--- src/rtl/stop_button_frontend.sv ---
// Stop-button front end: 2-FF synchronizer, debounce FSM, press strobe and a one-entry LED snapshot buffer.
// Define HOLD_REPEAT_EN to re-issue press_pulse every REPEAT_CYCLES while the button stays pressed.
module stop_button_frontend #(
  parameter int DEBOUNCE_CYCLES = 16,
  parameter int CNT_W           = 16,
  parameter int LED_W           = 4,
  parameter int REPEAT_CYCLES   = 64
) (
  input  logic             clk,
  input  logic             reset,
  input  logic             button_raw,
  input  logic [LED_W-1:0] led_pos,
  input  logic             press_ack,
  output logic             press_pulse,
  output logic             press_valid,
  output logic [LED_W-1:0] press_led,
  output logic             held,
  output logic             overrun,
  output logic [1:0]       dbg_state_o
);

  typedef enum logic [1:0] {
    RELEASED     = 2'd0,
    PRESS_WAIT   = 2'd1,
    PRESSED      = 2'd2,
    RELEASE_WAIT = 2'd3
  } state_e;

  localparam logic [CNT_W-1:0] CNT_ONE  = CNT_W'(1);
  localparam logic [CNT_W-1:0] CNT_LAST = CNT_W'(DEBOUNCE_CYCLES - 1);

  logic             s1_q, s2_q;
  state_e           state_q, state_d;
  logic [CNT_W-1:0] cnt_q, cnt_d;
  logic             held_q, held_d;
  logic             pulse_q, pulse_d;
  logic             debounce_fire;
  logic             repeat_fire;
  logic             valid_q, valid_d;
  logic [LED_W-1:0] led_q, led_d;
  logic             overrun_q, overrun_d;

  // Only s2_q may be observed downstream; s1_q absorbs metastability.
  always_ff @(posedge clk) begin
    if (reset) begin
      s1_q <= 1'b0;
      s2_q <= 1'b0;
    end else begin
      s1_q <= button_raw;
      s2_q <= s1_q;
    end
  end

  always_comb begin
    state_d       = state_q;
    cnt_d         = cnt_q;
    held_d        = held_q;
    debounce_fire = 1'b0;
    case (state_q)
      RELEASED: begin
        if (s2_q) begin
          cnt_d   = CNT_ONE;
          state_d = PRESS_WAIT;
        end
      end
      PRESS_WAIT: begin
        if (!s2_q) begin
          cnt_d   = '0;
          state_d = RELEASED;
        end else if (cnt_q == CNT_LAST) begin
          cnt_d         = '0;
          state_d       = PRESSED;
          held_d        = 1'b1;
          debounce_fire = 1'b1;
        end else begin
          cnt_d = cnt_q + CNT_ONE;
        end
      end
      PRESSED: begin
        if (!s2_q) begin
          cnt_d   = CNT_ONE;
          state_d = RELEASE_WAIT;
        end
      end
      RELEASE_WAIT: begin
        if (s2_q) begin
          cnt_d   = '0;
          state_d = PRESSED;
        end else if (cnt_q == CNT_LAST) begin
          cnt_d   = '0;
          state_d = RELEASED;
          held_d  = 1'b0;
        end else begin
          cnt_d = cnt_q + CNT_ONE;
        end
      end
      default: begin
        cnt_d   = '0;
        state_d = RELEASED;
        held_d  = 1'b0;
      end
    endcase
  end

`ifdef HOLD_REPEAT_EN
  localparam int REP_W = $clog2(REPEAT_CYCLES + 1);
  localparam logic [REP_W-1:0] REP_LAST = REP_W'(REPEAT_CYCLES - 1);
  localparam logic [REP_W-1:0] REP_ONE  = REP_W'(1);

  logic [REP_W-1:0] rep_q, rep_d;

  // Counts only while PRESSED is being held; any exit from PRESSED restarts the period.
  always_comb begin
    rep_d       = '0;
    repeat_fire = 1'b0;
    if ((state_q == PRESSED) && s2_q) begin
      if (rep_q == REP_LAST) begin
        repeat_fire = 1'b1;
      end else begin
        rep_d = rep_q + REP_ONE;
      end
    end
  end

  always_ff @(posedge clk) begin
    if (reset) begin
      rep_q <= '0;
    end else begin
      rep_q <= rep_d;
    end
  end
`else
  logic unused_repeat_cycles;
  assign unused_repeat_cycles = (REPEAT_CYCLES != 0);
  assign repeat_fire          = 1'b0;
`endif

  assign pulse_d = debounce_fire | repeat_fire;

  // Handshake: press_valid high means press_led holds an unconsumed event; the consumer
  // raises press_ack for one cycle to take it. An ack in a press_pulse cycle makes room
  // for the new event in the same cycle; an ack with nothing pending is ignored.
  always_comb begin
    valid_d   = valid_q;
    led_d     = led_q;
    overrun_d = overrun_q;
    if (pulse_q) begin
      if (!valid_q || press_ack) begin
        valid_d = 1'b1;
        led_d   = led_pos;
      end else begin
        overrun_d = 1'b1;
      end
    end else if (valid_q && press_ack) begin
      valid_d = 1'b0;
    end
  end

  always_ff @(posedge clk) begin
    if (reset) begin
      state_q   <= RELEASED;
      cnt_q     <= '0;
      held_q    <= 1'b0;
      pulse_q   <= 1'b0;
      valid_q   <= 1'b0;
      led_q     <= '0;
      overrun_q <= 1'b0;
    end else begin
      state_q   <= state_d;
      cnt_q     <= cnt_d;
      held_q    <= held_d;
      pulse_q   <= pulse_d;
      valid_q   <= valid_d;
      led_q     <= led_d;
      overrun_q <= overrun_d;
    end
  end

  assign press_pulse = pulse_q;
  assign press_valid = valid_q;
  assign press_led   = led_q;
  assign held        = held_q;
  assign overrun     = overrun_q;
  assign dbg_state_o = state_q;

endmodule

--- config.mk ---
export PLATFORM = sky130hd
export DESIGN_NAME = stop_button_frontend
export DESIGN_NICKNAME = d
export VERILOG_FILES = /design/src/rtl/stop_button_frontend.sv
export SDC_FILE = /design/constraint.sdc
export NUM_CORES = 1
export LEC_CHECK = 0
export ABC_AREA = 1
export CORE_MARGIN = 2
export CORE_UTILIZATION = 30
export CTS_CLUSTER_SIZE = 20
export DETAILED_ROUTE_END_ITERATION = 12
export GPL_TIMING_DRIVEN = 0
export SYNTH_ARGS = -nofsm -noshare
export SYNTH_HDL_FRONTEND = slang
export SYNTH_SLANG_ARGS = --single-unit
--- constraint.sdc ---
create_clock -name clk -period 1.91 [get_ports clk]
set_clock_uncertainty 0.15 [all_clocks]
set_input_delay 0.191 -clock clk [delete_from_list [all_inputs] [get_ports clk]]
set_output_delay 0.191 -clock clk [all_outputs]
set_load 0.02 [all_outputs]
# [Word-level counts from Yosys, hierarchy flattened]
# Cells that the tools add are included.
[word_totals] ff_bits=28 inputBits=8
[classes] n_addsub=1 n_reduce_logical=13 eq_ne=13 bitwise_logic=3 muxes=22
[ops] op="2-to-1 mux 16 bit" n=5
[ops] op="case mux 16 bit (4 select lines)" n=1
[ops] op="adder 16 x 1 -> 16 bit (second input constant)" n=1
[ops] op="equality test 16 x 4 -> 1 bit (second input constant)" n=1
[ops] op="2-to-1 mux 2 bit" n=6
[ops] op="inequality test 2 bit (second input constant)" n=6
[ops] op="2-to-1 mux 1 bit" n=8
[ops] op="case mux 2 bit (4 select lines)" n=1
[ops] op="AND reduction 2 bit" n=4
[ops] op="inequality test 3 bit (second input constant)" n=2
[ops] op="AND reduction 5 bit" n=1
[ops] op="equality test 2 bit (second input constant)" n=2
[ops] op="AND reduction 4 bit" n=1
[ops] op="nonzero test 2 bit" n=2
[ops] op="NOT 1 bit" n=3
[ops] op="OR reduction 3 bit" n=1
[ops] op="equality test 2 x 1 -> 1 bit (second input constant)" n=1
[ops] op="logical NOT 2 bit" n=1
[ops] op="inequality test 2 x 1 -> 1 bit (second input constant)" n=1
[ops] op="case mux 1 bit (2 select lines)" n=1
[ops] op="logical AND 1 bit" n=1
[ops] op="logical NOT 1 bit" n=1
[ops] op="logical OR 1 bit" n=1

# [Logic depth before layout (Yosys ltp)]
[logic_depth] ltp_word=4 mapped_depth=9 ltp_nobuf=9

# [Least setup slack after synthesis]
# Ideal clock, no wire load.
[synth_path] path_type="reg2reg" start="reg state_q[0] (netlist: dbg_state_o[0])" end="reg cnt_q[6]" slack_ns=0.445 required_time_ns=1.692 arrival_time_ns=1.247 path_stages_with_launch=8 synth_period_minus_slack_ns=1.465 path_cell_list="dfxtp_1 -> nand3_1 -> nand2_2 -> inv_2 -> a21oi_4 -> buf_6 -> nand3_2 -> a21oi_2"
[synth_between] elab_chain_cells=3 word_cells_on_any_way=8 classes_between="eq/ne (5); mux (1); reduce/logical (2)"
[synth_rtl] element="from (decl)" line="33" source="state_e state_q, state_d;"
[synth_rtl] element="from (signal assigned)" line="169" source="state_q <= state_d;"
[synth_rtl] element="equality test 2 bit or logical NOT 2 bit (tied branches)" line="59" source="case (state_q)"
[synth_rtl] element="inequality test 2 bit (no source line)"
[synth_rtl] element="AND reduction 2 bit (no source line)"
[synth_rtl] element="to (signal assigned)" line="170" source="cnt_q <= cnt_d;"
[synth_rtl] element="to (decl)" line="34" source="logic [CNT_W-1:0] cnt_q, cnt_d;"
# Several ways; a longest one is shown, not always the timed one.
# A chain may end at the register's enable or synchronous reset.

# [Worst setup path after layout]
[layout_path] start="reg state_q[0] (netlist: dbg_state_o[0])" end="out dbg_state_o[0]"
[layout_lines] element="to (decl)" line="19" source="output logic [1:0] dbg_state_o"
# No word-level cell between the ends.

==> results_dict.tcl <==
set metrics [dict create \
    status "completed" \
    cts_resized 0 \
    effective_utilization_at_floorplan_pct 30.6 \
    fraction_of_layout_cells_with_a_size_suffix_above_1_pct 17.7 \
    antennaDiodeCount 0 \
    floorplan_die_width_microns 75.5 \
    clock_network_fraction_of_design_power_pct 38.9 \
    synth.avg_cell_area_sq_um 7.06 \
    setup.worst_path.start "dbg_state_o[0]" \
    setup_viol_count_final 0 \
    gr-usage-all-layers_pct 12.0 \
    area.sequential_sq_um 561 \
    largest_net_degree_at_the_start_of_global_routing 17 \
    timing.max_slew.rel_slack_pct 64.5 \
    setup.worst_path.end_class "output pin" \
    via_count 1340 \
    rr_startpoint "cnt_q[0]" \
    grt_pass1_vias 1227 \
    synth_enable_flop_cells 0 \
    swShare_pct 23.7 \
    finalHoldViolCount 0 \
    die_area_sq_um 5690 \
    clock-sinks 28 \
    globalRoute.totalOverflow 0 \
    timing_worst_slew_pin_value_ns 0.532 \
    fill_cells 545 \
    hpwlAfterDp_microns 2340 \
    period_share_pct 91.3 \
    final_min_period_ns 1.74 \
    r2r_slack_ns 0.29 \
    critPathArrivalTime_ns 1.40 \
    io_pins 18 \
    drc_errors 0 \
    internal-power_mw 0.929 \
    cell_with_the_largest_stage_delay_on_the_worst_path "sky130_fd_sc_hd__clkdlybuf4s50_1" \
    timing.critical_path.slowest_cell_delay_ns 0.65 \
    power.share.combinational_pct 11.0 \
    yosys_warnings 0 \
    power_density_nw_per_um2 659 \
    post-cts-setup-buffer-count 0 \
    cts-root-to-sink-buffers 2 \
    critical_path.reg2reg.endpoint "cnt_q[10]" \
    io_port_bufs 16 \
    dr.pass1.iters 4 \
    pwr-share-seq_pct 50.1 \
    cap_violations 0 \
    post_cts_hold_buffer_count 0 \
    floorplan.rows 26 \
    gp_congestion 0.843 \
    worstSkewPairLatency_ns 0.28 \
    postRouteWirelength_microns 3090 \
    ant_nets 0 \
    syn-instance-count 217 \
    post-place-cells 303 \
    critPathCapture "dbg_state_o[0]" \
    cp_max_fo 6 \
    power.total_mw 1.22 \
    design.core.area_sq_um 5010 \
    cts_made_buffers 3 \
    net_count_of_the_mapped_netlist 226 \
    final_max_slew_viol_count 0 \
    grt_setup_unrepaired "no" \
    grt_pass1_wl_microns 5280 \
    synth_flop_cell "sky130_fd_sc_hd__dfxtp_1" \
    cts.reportedPaths.clkPinSlew_ns 0.10 \
    critical_path_cell_count 1 \
    synthDistinctLibCells 29 \
    multiInputGateArea_sq_um 835 \
    crit_path_start_kind "flip-flop" \
    final.hold.worst_slack_ns 0.160 \
    cts_htree_levels 1 \
    design.final.nets 247 \
    areaGrowthSynthToFinish_pct 20.8 \
    synth.yosys.seq_area_share_pct 36.6 \
    cts_tree "built" \
    power_leakage_nw 0.696 \
    cts-root-buf "sky130_fd_sc_hd__clkbuf_8" \
    worst-setup-path-type "flip-flop to output pin" \
    detailed_route_vias_per_instance 4.36 \
    wl_per_cell_microns 10.1 \
    syn_area_sq_um 1530 \
    finalSetupTns_ns 0 \
    p_switching_mw 0.289 \
    synth.ff_latch_count 28 \
    dpl-instance-area_sq_um 1780 \
    required_time_of_the_critical_path_ns 1.57 \
    die_height_microns 75.5 \
    worst_ir_drop_vdd_v 0.000280 \
    fmax_mhz 573 \
    synth-async-reset-ratio_pct 0 \
    hold_path.class "primary input to flip-flop" \
    antenna_found_initial 0 \
    crit_path_cell_trace "clkdlybuf4s50_1" \
    drt-initial-drc-count 57 \
    stdcell_area_sq_um 1850 \
    worstPathBufferInverterCount 1 \
    critical_path.top_delay_family "buffers and inverters" \
    finish.cell_count_without_fillers 307 \
    r2r_cells 9 \
]
==> power groups by stage <==
stage	Clock, mW	Sequential, mW	Combinational (mW)
after global routing	0.510	0.613	0.151
after global placement	0	0.623	0.137
after detailed placement	0	0.624	0.137
after floorplan	0	0.628	0.0820
final	0.474	0.610	0.134
after CTS	0.489	0.610	0.137
==> cell usage after synthesis, types with 2 or more instances <==
| cell type | instances | area share, % |
|---|---|---|
| sky130_fd_sc_hd__nand2_1 | 45 | 11 |
| sky130_fd_sc_hd__a21oi_1 | 7 | 2.3 |
| sky130_fd_sc_hd__nand2_4 | 2 | 1.5 |
| sky130_fd_sc_hd__nand4_1 | 4 | 1.6 |
| sky130_fd_sc_hd__xor2_1 | 2 | 1.1 |
| sky130_fd_sc_hd__clkbuf_1 | 2 | 0.49 |
| sky130_fd_sc_hd__nor2_4 | 4 | 2.9 |
| sky130_fd_sc_hd__nand3_1 | 13 | 4.2 |
| sky130_fd_sc_hd__o21ai_0 | 9 | 2.9 |
| sky130_fd_sc_hd__a21oi_2 | 7 | 4.0 |
| sky130_fd_sc_hd__nor3_1 | 3 | 0.98 |
| sky130_fd_sc_hd__o21bai_1 | 2 | 0.98 |
| sky130_fd_sc_hd__nand2_2 | 12 | 4.9 |
| sky130_fd_sc_hd__inv_1 | 27 | 6.6 |
| sky130_fd_sc_hd__nor2_2 | 2 | 0.82 |
| sky130_fd_sc_hd__nand3_2 | 4 | 2.6 |
| sky130_fd_sc_hd__dfxtp_1 | 28 | 37 |
| sky130_fd_sc_hd__nor2_1 | 33 | 8.1 |
==> through the flow <==
| stage | setup WS, ns | utilization (%) |
|---|---|---|
| 6_report | 0.166 | 36.9 |
| 5_1_grt | 0.0783 | 36.9 |
| 4_1_cts | 0.159 | 36.9 |
| 3_5_place_dp | 0.300 | 35.5 |
| 3_3_place_gp | 0.320 | 35.5 |
| 2_1_floorplan | 0.445 | - |
==> flip-flops by register name (all words and copies together), names as in the netlist, named ones only <==
signal / flops
overrun: 1
s2_q: 1
press_valid: 1
press_pulse: 1
press_led: 4
held: 1
cnt_q: 16
dbg_state_o: 1
s1_q: 1
==> cell usage in the layout, fill, tap and decap left out, types with 2 or more instances in the layout <==
master	count
sky130_fd_sc_hd__xor2_1	2
sky130_fd_sc_hd__nand2_1	45
sky130_fd_sc_hd__clkbuf_8	3
sky130_fd_sc_hd__clkbuf_1	2
sky130_fd_sc_hd__nand4_1	4
sky130_fd_sc_hd__nor2_2	2
sky130_fd_sc_hd__dfxtp_1	28
sky130_fd_sc_hd__o21bai_1	2
sky130_fd_sc_hd__a21oi_1	7
sky130_fd_sc_hd__inv_1	27
sky130_fd_sc_hd__o21ai_0	9
sky130_fd_sc_hd__clkdlybuf4s50_1	16
sky130_fd_sc_hd__nand2_2	12
sky130_fd_sc_hd__a21oi_2	7
sky130_fd_sc_hd__nor2_1	33
sky130_fd_sc_hd__nand2_4	2
sky130_fd_sc_hd__nand3_1	13
sky130_fd_sc_hd__nor3_1	3
sky130_fd_sc_hd__nor2_4	4
sky130_fd_sc_hd__nand3_2	4
==> cells by family (layout without fill, tap and decap cells) <==
| kind of cell | Yosys count | after routing | synth area share [%] |
|---|---|---|---|
| fa+ha+maj | 1 | 1 | 0.817 |
| compound gates | 28 | 28 | 12.2 |
| buf+inv | 33 | 53 | 8.91 |
| flops | 28 | 28 | 36.6 |
| simple gates | 124 | 124 | 39.8 |
| xor+xnor | 3 | 3 | 1.72 |
==> worst reg2reg max path: cells and delay by family, from the launching register on <==
| kind | cells | cell delay (ns) |
|---|---|---|
| AOI/OAI and AO/OA | 1 | 0.10 |
| adders and majority gates | 1 | 0.21 |
| buffers and inverters | 1 | 0.14 |
| DFF | 1 | 0.38 |
| and+or+nand+nor | 6 | 0.57 |
==> per-layer routing <==
layer	share of wire, %	vias up	track usage, %
met2	44	18	20.6
met3	4.2	4	2.51
li1	-	724	-
met4	1.1	0	3.70
met5	0	-	0
met1	50	594	15.2
==> final cells by class <==
class	count	area share [%]
Inverter	28	5.68
Buffer	5	1.69
Sequential cell	28	30.3
Multi-Input combinational cell	156	45.1
Clock inverter	1	1.62
Timing Repair Buffer	16	8.65
Tap cell	70	4.73
Clock buffer	3	2.23
==> how the worst min path moves through the flow <==
| stage | cells past startpoint | startpoint | end |
|---|---|---|---|
| CTS | 2 | reset | cnt_q[11] |
| finish | 2 | reset | cnt_q[11] |
| detailed placement | 2 | s1_q | s2_q |
| floorplan | 2 | button_raw | s1_q |
| global route | 2 | reset | cnt_q[10] |
| global placement | 2 | s1_q | s2_q |
Note: power is estimated with default switching activity, not from simulation.
